`src/rtl/bitwave_pkg.sv`:
```
// Shared types and defaults for the bitwave shift-accumulate lane.
// BW_ACC_SAT_EN selects saturating (defined) or wrapping (undefined) accumulation.
package bitwave_pkg;

  localparam int unsigned BW_PSUM_W    = 12;
  localparam int unsigned BW_ACC_W     = 20;
  localparam int unsigned BW_MAX_SHIFT = 6;

`ifdef BW_ACC_SAT_EN
  localparam bit BW_SAT_EN = 1'b1;
`else
  localparam bit BW_SAT_EN = 1'b0;
`endif

  typedef enum logic {
    StAcc,
    StWait
  } bw_state_e;

endpackage

```
`src/rtl/bitwave_sat_add.sv`:
```
// Signed ACC_W adder with overflow flag; clamps to signed min/max when BW_ACC_SAT_EN
// is defined, otherwise wraps.
module bitwave_sat_add
  import bitwave_pkg::*;
#(
  parameter int unsigned ACC_W = BW_ACC_W
) (
  input  logic signed [ACC_W-1:0] i_a,
  input  logic signed [ACC_W-1:0] i_b,
  output logic signed [ACC_W-1:0] o_sum,
  output logic                    o_ovf
);

  logic signed [ACC_W:0] w_wide;

  assign w_wide = {i_a[ACC_W-1], i_a} + {i_b[ACC_W-1], i_b};
  assign o_ovf  = w_wide[ACC_W] ^ w_wide[ACC_W-1];

`ifdef BW_ACC_SAT_EN
  always_comb begin
    o_sum = w_wide[ACC_W-1:0];
    // The extra sign bit tells which rail was crossed.
    if (o_ovf) begin
      o_sum = w_wide[ACC_W] ? {1'b1, {(ACC_W-1){1'b0}}} : {1'b0, {(ACC_W-1){1'b1}}};
    end
  end
`else
  assign o_sum = w_wide[ACC_W-1:0];
`endif

endmodule

```
`src/rtl/bitwave_shift_acc.sv`:
```
// Per-lane shift-accumulate: sums shifted bit-column partial sums and hands the dot product
// to a one-deep valid/ready output register. Saturation selected by BW_ACC_SAT_EN.
module bitwave_shift_acc
  import bitwave_pkg::*;
#(
  parameter int unsigned PSUM_W = BW_PSUM_W,
  parameter int unsigned ACC_W  = BW_ACC_W
) (
  input  logic                     i_clk,
  input  logic                     i_rst,
  input  logic signed [PSUM_W-1:0] i_psum_in,
  input  logic                     i_neg,
  input  logic [2:0]               i_shift_offset,
  input  logic                     i_valid,
  input  logic                     i_done,
  output logic                     o_in_ready,
  output logic signed [ACC_W-1:0]  o_out_data,
  output logic                     o_out_valid,
  input  logic                     i_out_ready,
  output logic                     o_sat_flag
);

  bw_state_e               r_state;
  logic signed [ACC_W-1:0] r_acc;
  logic signed [ACC_W-1:0] r_out_data;
  logic                    r_in_ready;
  logic                    r_out_valid;
  logic                    r_sat_flag;

  logic signed [ACC_W-1:0] w_ext;
  logic signed [ACC_W-1:0] w_shifted;
  logic signed [ACC_W-1:0] w_term;
  logic signed [ACC_W-1:0] w_addend;
  logic signed [ACC_W-1:0] w_sum;
  logic                    w_illegal;
  logic                    w_ovf;
  logic                    w_accept;
  logic                    w_sat_evt;
  logic                    w_drain;

  assign w_ext     = {{(ACC_W-PSUM_W){i_psum_in[PSUM_W-1]}}, i_psum_in};
  assign w_illegal = i_shift_offset > 3'(BW_MAX_SHIFT);
  assign w_shifted = w_ext << i_shift_offset;
  assign w_term    = i_neg ? -w_shifted : w_shifted;
  // A done-only cycle or an illegal offset contributes nothing to the sum.
  assign w_addend  = (i_valid && !w_illegal) ? w_term : '0;
  assign w_accept  = r_in_ready && (i_valid || i_done);
  assign w_sat_evt = i_valid && (w_illegal || (BW_SAT_EN && w_ovf));
  assign w_drain   = r_out_valid && i_out_ready;

  bitwave_sat_add #(
    .ACC_W(ACC_W)
  ) u_add (
    .i_a  (r_acc),
    .i_b  (w_addend),
    .o_sum(w_sum),
    .o_ovf(w_ovf)
  );

  always_ff @(posedge i_clk) begin
    if (i_rst) begin
      r_state     <= StAcc;
      r_acc       <= '0;
      r_out_data  <= '0;
      r_in_ready  <= 1'b1;
      r_out_valid <= 1'b0;
      r_sat_flag  <= 1'b0;
    end else begin
      unique case (r_state)
        StAcc: begin
          if (w_drain) r_out_valid <= 1'b0;
          if (w_accept) begin
            if (w_sat_evt) r_sat_flag <= 1'b1;
            if (i_done && r_out_valid && !i_out_ready) begin
              // Output slot still occupied: park the final sum in acc.
              r_acc      <= w_sum;
              r_state    <= StWait;
              r_in_ready <= 1'b0;
            end else if (i_done) begin
              r_out_data  <= w_sum;
              r_out_valid <= 1'b1;
              r_acc       <= '0;
            end else begin
              r_acc <= w_sum;
            end
          end
        end
        StWait: begin
          if (i_out_ready) begin
            r_out_data <= r_acc;
            r_acc      <= '0;
            r_state    <= StAcc;
            r_in_ready <= 1'b1;
          end
        end
      endcase
    end
  end

  assign o_in_ready  = r_in_ready;
  assign o_out_data  = r_out_data;
  assign o_out_valid = r_out_valid;
  assign o_sat_flag  = r_sat_flag;

endmodule

```
`config.mk`:
```
export PLATFORM = sky130hd
export DESIGN_NAME = bitwave_shift_acc
export DESIGN_NICKNAME = d
export VERILOG_FILES = /design/src/rtl/bitwave_pkg.sv /design/src/rtl/bitwave_sat_add.sv /design/src/rtl/bitwave_shift_acc.sv
export SDC_FILE = /design/constraint.sdc
export NUM_CORES = 1
export LEC_CHECK = 0
export BUFFER_PORTS_ARGS = -buffer_cell sky130_fd_sc_hd__buf_2
export CAP_MARGIN = 15
export CORE_ASPECT_RATIO = 0.5
export CORE_UTILIZATION = 65
export DETAILED_ROUTE_END_ITERATION = 10
export GPL_ROUTABILITY_DRIVEN = 0
export MAX_ROUTING_LAYER = met4
export PLACE_DENSITY_LB_ADDON = 0.25
export SLEW_MARGIN = 20
export SYNTH_ARGS = -nofsm -noshare
export SYNTH_HDL_FRONTEND = slang
export SYNTH_SLANG_ARGS = --single-unit
```
`constraint.sdc`:
```
create_clock -name i_clk -period 14 [get_ports i_clk]
set_input_delay 2.8 -clock i_clk [delete_from_list [all_inputs] [get_ports i_clk]]
set_output_delay 2.8 -clock i_clk [all_outputs]
set_load 0.01 [all_outputs]
```
==> flow_metrics.env, run 1 <==
export IMPL_area_growth_pct=8.14
export IMPL_async_reset_ff_share_pct=0
export IMPL_timing_hold_worst_start="o_out_data[2]"
export IMPL_finalClockSkew_ps=4.35
export IMPL_mostFrequentLayoutCells="nor2_1 (79), a21oi_1 (44), dfxtp_1 (44), buf_2 (43), nand2_1 (31)"
export IMPL_diode_count=0
export IMPL_synth_largest_area_cell="dfxtp_1"
export IMPL_grt_max_degree=46
export IMPL_clk_pin_slew_ps=70
export IMPL_vias_in_the_first_global_route=3405
export IMPL_most_common_library_cell_in_the_layout_ignoring_fill_and_taps="nor2_1"
export IMPL_achievable_frequency_mhz=139
export IMPL_ctsLongestPathBuffers=2
export IMPL_detail_route_first_pass_iterations=5
export IMPL_place_detailed_instances=599
export IMPL_io_pins=44
export IMPL_max_slew_worst_pin_slew_ps=1060
export IMPL_timing_reg2reg_setup_slack_ps=10690
export IMPL_finalHoldWorstSlack_ps=468
export IMPL_vias=3897
export IMPL_global_route_wire_length_before_repair_um=16800
export IMPL_clock_insertion_delay_worst_skew_ps=290
export IMPL_synthTopCellsByArea="dfxtp_1 (22%), nor2_1 (7.5%), mux2i_1 (6.5%)"
export IMPL_yosys_area_top_type_share_pct=22.0
export IMPL_worstPathCellList="buf_2, nor2b_1, a211oi_1, o31a_1, nand2_1, o31ai_1, xnor2_1, nor2_1, ha_1, a2111oi_0, o21ai_0, nand3_1, a31oi_1, nand3_1, a31oi_1, and4_1, or4_1, a311oi_1"
export IMPL_critical_path_peak_fanout=45
export IMPL_start_kind="primary input"
export IMPL_number_of_antenna_violations_at_the_first_check_in_global_routing=0
export IMPL_groute_usage_overall_pct=33.7
export IMPL_share_clk_of_total_power_pct=32.0
export IMPL_postRouteAntennaNets=0
export IMPL_synth_enable_flop_cells=0
export IMPL_timing_setup_tns_ps=0
export IMPL_synthesis_area_um2=4010
export IMPL_hold_buffers=0
export IMPL_clk_tree_root_cell="clkbuf_16"
export IMPL_slew_limit_headroom_pct=29.0
export IMPL_setup_viol=0
export IMPL_netlist_instances=511
export IMPL_finalCriticalPeriod_ps=7170
export IMPL_dieHeight_um=57.6
export IMPL_whs_endpoint="o_out_data[2]"
export IMPL_yosys_warnings=0
export IMPL_hpwl_um=7340
export IMPL_critical_path_at_ps=7370
export IMPL_timing_critical_path_slowest_stage_cell="buf_2"
export IMPL_clock_sinks=44
export IMPL_timing_reg2reg_worst_path_depth=11
export IMPL_post_drt_wl_per_cell_um=16.8
export IMPL_cts_htree_levels=2
export IMPL_critical_path_max_stage_delay_ps=600
export IMPL_leakage_power_uw=0.00177
export IMPL_worst_r2r_startpoint="r_acc[0]"
export IMPL_drc=0
export IMPL_p_per_area_nw_per_um2=98.5
export IMPL_dieArea_um2=6510
export IMPL_grt_remaining_overflow=0
export IMPL_worstSetupPathType="in2reg"
export IMPL_synth_lib_cells_used_distinct=68
export IMPL_final_clock_period_utilization_by_the_worst_path_pct=51.2
export IMPL_floorplan_initialDensity_pct=70.3
export IMPL_post_layout_nonfiller_instances=607
export IMPL_die_width_um=113
export IMPL_power_internal_uw=278
export IMPL_worst_min_delay_path_class="reg2reg"
export IMPL_hold_viol=0
export IMPL_p_sw_uw=149
export IMPL_power_sequential_fraction_pct=33.6
export IMPL_terminus_of_the_critical_flop_to_flop_path="o_out_data[16]"
export IMPL_layout_drive_gt1_share_pct=15.0
export IMPL_seq_area_frac_synth_pct=22.0
export IMPL_syn_area_per_cell_um2=7.85
export IMPL_rows=19
export IMPL_placeableCoreArea_um2=5710
export IMPL_cp_data_required_time_ps=14200
export IMPL_tritoncts_clock_tree="built"
export IMPL_whs_path_depth=2
export IMPL_tritoncts_num_buffers=5
export IMPL_synth_nets=553
export IMPL_final_area_um2=4340
export IMPL_post_dp_cell_area_um2=4170
export IMPL_finalWirelength_um=10200
export IMPL_run_status="finished, final reports clean"
export IMPL_drv_max_cap_violation_count=0
export IMPL_worstSetupEndpointType="flop"
export IMPL_ys_flop_type="dfxtp_1"
export IMPL_maxSlewViolCount=0
export IMPL_post_cts_resize_count=0
export IMPL_unrepaired_setup_endpoints_after_global_routing="false"
export IMPL_io_buffer_count=43
export IMPL_power_share_combinational_pct=34.4
export IMPL_drtIter0Drc=371
export IMPL_ys_ff_latch=44
export IMPL_final_nets=575
export IMPL_swShare_pct=34.9
export IMPL_vias_per_cell=6.42
export IMPL_max_vdd_ir_drop_uv=59.4
export IMPL_cts_setup_buffers=0
==> stage by stage <==
stage	utilization (%)	power [uW]	setup WS, ps
2_1_floorplan	-	254	7180
3_3_place_gp	73.0	284	6790
3_5_place_dp	73.0	288	6670
4_1_cts	76.0	425	6920
5_1_grt	76.0	448	6410
6_report	76.0	427	6830
==> cell usage after synthesis (all sizes together), types with 8 or more instances <==
master / number
o31ai: 10
nor3: 13
a21oi: 44
xnor2: 23
a22oi: 16
nand2: 32
mux2: 8
and3: 8
nor2b: 10
buf: 13
dfxtp: 44
o21ai: 19
nand2b: 9
nor2: 80
a211oi: 22
ha: 20
clkbuf: 19
a31oi: 10
mux2i: 28
==> power by group through the flow <==
stage,clock network (uW),logic [uW],registers (uW)
finish,137,147,143
global route,143,161,144
detailed placement,0,143,146
CTS,137,145,143
floorplan,0,106,148
global placement,0,139,145
==> registers in the layout, indices dropped and copies added (netlist names) <==
register,cells
o_out_data,20
r_acc,20
o_sat_flag,1
o_in_ready,1
r_state,1
o_out_valid,1
==> how the worst max path moves through the flow <==
stage / startpoint / to / slack [ps]
global route: i_shift_offset[0] / o_out_data[19] / 6410
floorplan: i_shift_offset[2] / o_out_data[19] / 7180
detailed placement: i_shift_offset[0] / o_out_data[19] / 6670
CTS: i_shift_offset[0] / o_out_data[19] / 6920
finish: i_shift_offset[0] / o_out_data[19] / 6830
global placement: i_shift_offset[0] / o_out_data[19] / 6790
==> cell type report <==
cell class	count	area, um^2
clock buffer	5	125
clock inverter	3	46.3
fill	459	1370
inverter	6	22.5
multi-input combinational	429	2930
sequential	44	881
tap	73	91.3
timing repair buffer	47	245
==> metal layers <==
layer  GRT usage, %  part of all wire, %  wire [um]  vias to the layer above
met4           6.20                 0.78         79                        0
met2           50.1                   41       4220                      182
li1               -                    -          -                     1944
met5              -                    0          0                        -
met1           48.6                   50       5060                     1759
met3           5.10                  8.2        835                       12
==> cell families after synthesis <==
kind of cell,count (synthesis),synth area share (%)
DFF,44,22.0
xor gates and xnor gates,28,6.11
adders and majority gates,21,6.74
and+or+nand+nor,175,20.5
buffers and inverters,38,5.15
AOI/OAI and AO/OA,167,28.6
muxes,38,10.9
==> critical path, delay by kind of cell <==
family	cells	cell delay, ps
AO/OA/AOI/OAI	8	2130
AND/OR/NAND/NOR	7	1290
adder cells (fa/ha/maj)	1	360
buffers and inverters	1	600
XOR/XNOR	1	170
(Power assumes the default switching activity.)
==> run 2: changes to the inputs <==
Settings changed: ABC_AREA set to 1, CORE_UTILIZATION 65 to 59.
Clock period 14 ns to 6.9 ns, I/O delays scaled along.
==> flow_metrics.env, run 2 <==
export IMPL_async_reset_ff_share_pct=0
export IMPL_synth_lib_cells_used_distinct=42
export IMPL_floorplan_initialDensity_pct=64.1
export IMPL_number_of_antenna_violations_at_the_first_check_in_global_routing=0
export IMPL_terminus_of_the_critical_flop_to_flop_path="o_out_data[4]"
export IMPL_ctsLongestPathBuffers=2
export IMPL_critical_path_at_ps=5020
export IMPL_clk_pin_slew_ps=60
export IMPL_post_cts_resize_count=0
export IMPL_ys_flop_type="dfxtp_1"
export IMPL_worst_r2r_startpoint="r_state"
export IMPL_timing_hold_worst_start="o_out_data[15]"
export IMPL_timing_critical_path_slowest_stage_cell="ha_1"
export IMPL_clock_insertion_delay_worst_skew_ps=290
export IMPL_leakage_power_uw=0.00200
export IMPL_path_buf_inv=3
export IMPL_setup_viol=0
export IMPL_maxSlewViolCount=0
export IMPL_yosys_area_top_type_share_pct=24.0
export IMPL_setup_slack_ps=2020
export IMPL_timing_reg2reg_setup_slack_ps=3980
export IMPL_most_common_library_cell_in_the_layout_ignoring_fill_and_taps="nand2_1"
export IMPL_cts_setup_buffers=0
export IMPL_synth_largest_area_cell="dfxtp_1"
export IMPL_crit_family="simple AND/OR/NAND/NOR gates"
export IMPL_rows=19
export IMPL_dieHeight_um=57.8
export IMPL_yosys_warnings=0
export IMPL_synthesis_area_um2=3670
export IMPL_slew_limit_headroom_pct=40.0
export IMPL_cp_data_required_time_ps=7050
export IMPL_synth_enable_flop_cells=0
export IMPL_drv_max_cap_violation_count=0
export IMPL_fillers=502
export IMPL_achievable_frequency_mhz=205
export IMPL_timing_setup_tns_ps=0
export IMPL_run_status="finished, final reports clean"
export IMPL_io_pins=44
export IMPL_tritoncts_num_buffers=5
export IMPL_p_per_area_nw_per_um2=204
export IMPL_grt_remaining_overflow=0
export IMPL_placeableCoreArea_um2=5730
export IMPL_max_vdd_ir_drop_uv=176
export IMPL_layout_drive_gt1_share_pct=14.5
export IMPL_global_route_wire_length_before_repair_um=16800
export IMPL_yosysMostFrequentCell="nand2_1"
export IMPL_hpwl_um=7400
export IMPL_mostFrequentLayoutCells="nand2_1 (157), a21oi_1 (86), nand3_1 (54), o21ai_0 (45), dfxtp_1 (44)"
export IMPL_finalWirelength_um=10300
export IMPL_whs_endpoint="o_out_data[15]"
export IMPL_post_drt_wl_per_cell_um=14.6
export IMPL_die_width_um=114
export IMPL_hold_viol=0
export IMPL_vias_in_the_first_global_route=3537
export IMPL_whs_path_depth=2
export IMPL_worstSetupEndpointType="flop"
export IMPL_drtIter0Drc=554
export IMPL_groute_usage_overall_pct=33.5
export IMPL_clk_tree_root_cell="clkbuf_16"
export IMPL_final_area_um2=4060
export IMPL_post_dp_cell_area_um2=3890
export IMPL_synthTopCellsByArea="dfxtp_1 (24%), nand2_1 (16%), a21oi_1 (12%)"
export IMPL_grt_max_degree=30
export IMPL_worstSetupPathType="in2reg"
export IMPL_final_nets=660
export IMPL_cts_htree_levels=2
export IMPL_vias=4151
export IMPL_clock_sinks=44
export IMPL_dieArea_um2=6560
export IMPL_max_slew_worst_pin_slew_ps=898
export IMPL_detail_route_first_pass_iterations=7
export IMPL_netlist_instances=589
export IMPL_critical_path_peak_fanout=14
export IMPL_fin_util_pct=70.9
export IMPL_hold_buffers=0
export IMPL_critical_path_max_stage_delay_ps=390
export IMPL_worst_min_delay_path_class="reg2reg"
export IMPL_start_kind="primary input"
export IMPL_synth_top_cells_by_count="nand2_1 (157), a21oi_1 (86), nand3_1 (54)"
export IMPL_diode_count=0
export IMPL_timing_reg2reg_worst_path_depth=8
export IMPL_unrepaired_setup_endpoints_after_global_routing="false"
export IMPL_seq_area_frac_synth_pct=24.0
export IMPL_final_clock_period_utilization_by_the_worst_path_pct=70.7
export IMPL_syn_area_per_cell_um2=6.24
export IMPL_drc=0
export IMPL_postRouteAntennaNets=0
export IMPL_finalClockSkew_ps=6.43
export IMPL_vias_per_cell=5.90
export IMPL_critical_path_top_cell_by_count="nand2_1"
export IMPL_ys_ff_latch=44
export IMPL_synth_nets=631
export IMPL_total_power_uw=829
export IMPL_tritoncts_clock_tree="built"
export IMPL_io_buffer_count=43
export IMPL_area_growth_pct=10.6
export IMPL_post_place_ws_ps=1910
export IMPL_finalCriticalPeriod_ps=4880
## run 2: cell types whose count changed in the layout (fill, tap and decap cells not counted), sizes merged, moves of 29 or more
cell	before	now
nand3	7	62
nor2	80	42
a21oi	44	87
inv	7	39
nand2	32	170
o21ai	19	48
## run 2: worst max-delay path by stage
stage | start | to | slack [ps] | cells past startpoint
6_report | i_shift_offset[0] | o_out_data[17] | 2020 | 25
5_1_grt | i_shift_offset[2] | o_out_data[19] | 1800 | 24
4_1_cts | i_shift_offset[2] | o_out_data[17] | 2160 | 23
3_5_place_dp | i_shift_offset[2] | o_out_data[17] | 1910 | 23
3_3_place_gp | i_shift_offset[0] | o_out_data[17] | 1940 | 25
2_1_floorplan | i_shift_offset[2] | o_out_data[17] | 2600 | 23
## run 2: kinds of logic after synthesis
family / Yosys count / share of synthesized area [%]
DFF: 44 / 24.0
xor gates and xnor gates: 14 / 3.34
and+or+nand+nor: 292 / 35.5
adders and majority gates: 21 / 7.36
AOI/OAI and AO/OA: 156 / 22.7
buffers and inverters: 62 / 7.15
## run 2: per-stage QoR
stage	hold slack [ps]	instances
CTS	469	703
global placement	457	695
finish	467	703
floorplan	463	589
global route	496	703
detailed placement	458	695
## run 2: cell type report
class                      count  area, um^2  area share (%)
multi-input combinational    483        2530            62.3
inverter                      39         146            3.60
tap                           84         105            2.59
sequential                    44         881            21.7
clock inverter                 3        46.3            1.14
timing repair buffer          45         230            5.67
clock buffer                   5         125            3.08
## run 2: worst min-delay path: stages, from the launching register on
cell and delay, ps:
dfxtp_1 310, nand2_1 60, a21oi_1 60
## run 2: power breakdown
group,internal (uW),switching (uW),total (uW),leakage (uW)
combinational,85.5,170,256,0.00156
sequential,275,16.0,292,0.000360
clock,172,109,282,0.0000804
## run 2: metal layers
layer	vias to the layer above	wire (um)	global-route usage, %
met3	17	1510	8.26
met5	-	0	-
met2	258	3790	44.4
li1	2055	-	-
met4	0	114	7.33
met1	1821	4870	50.0
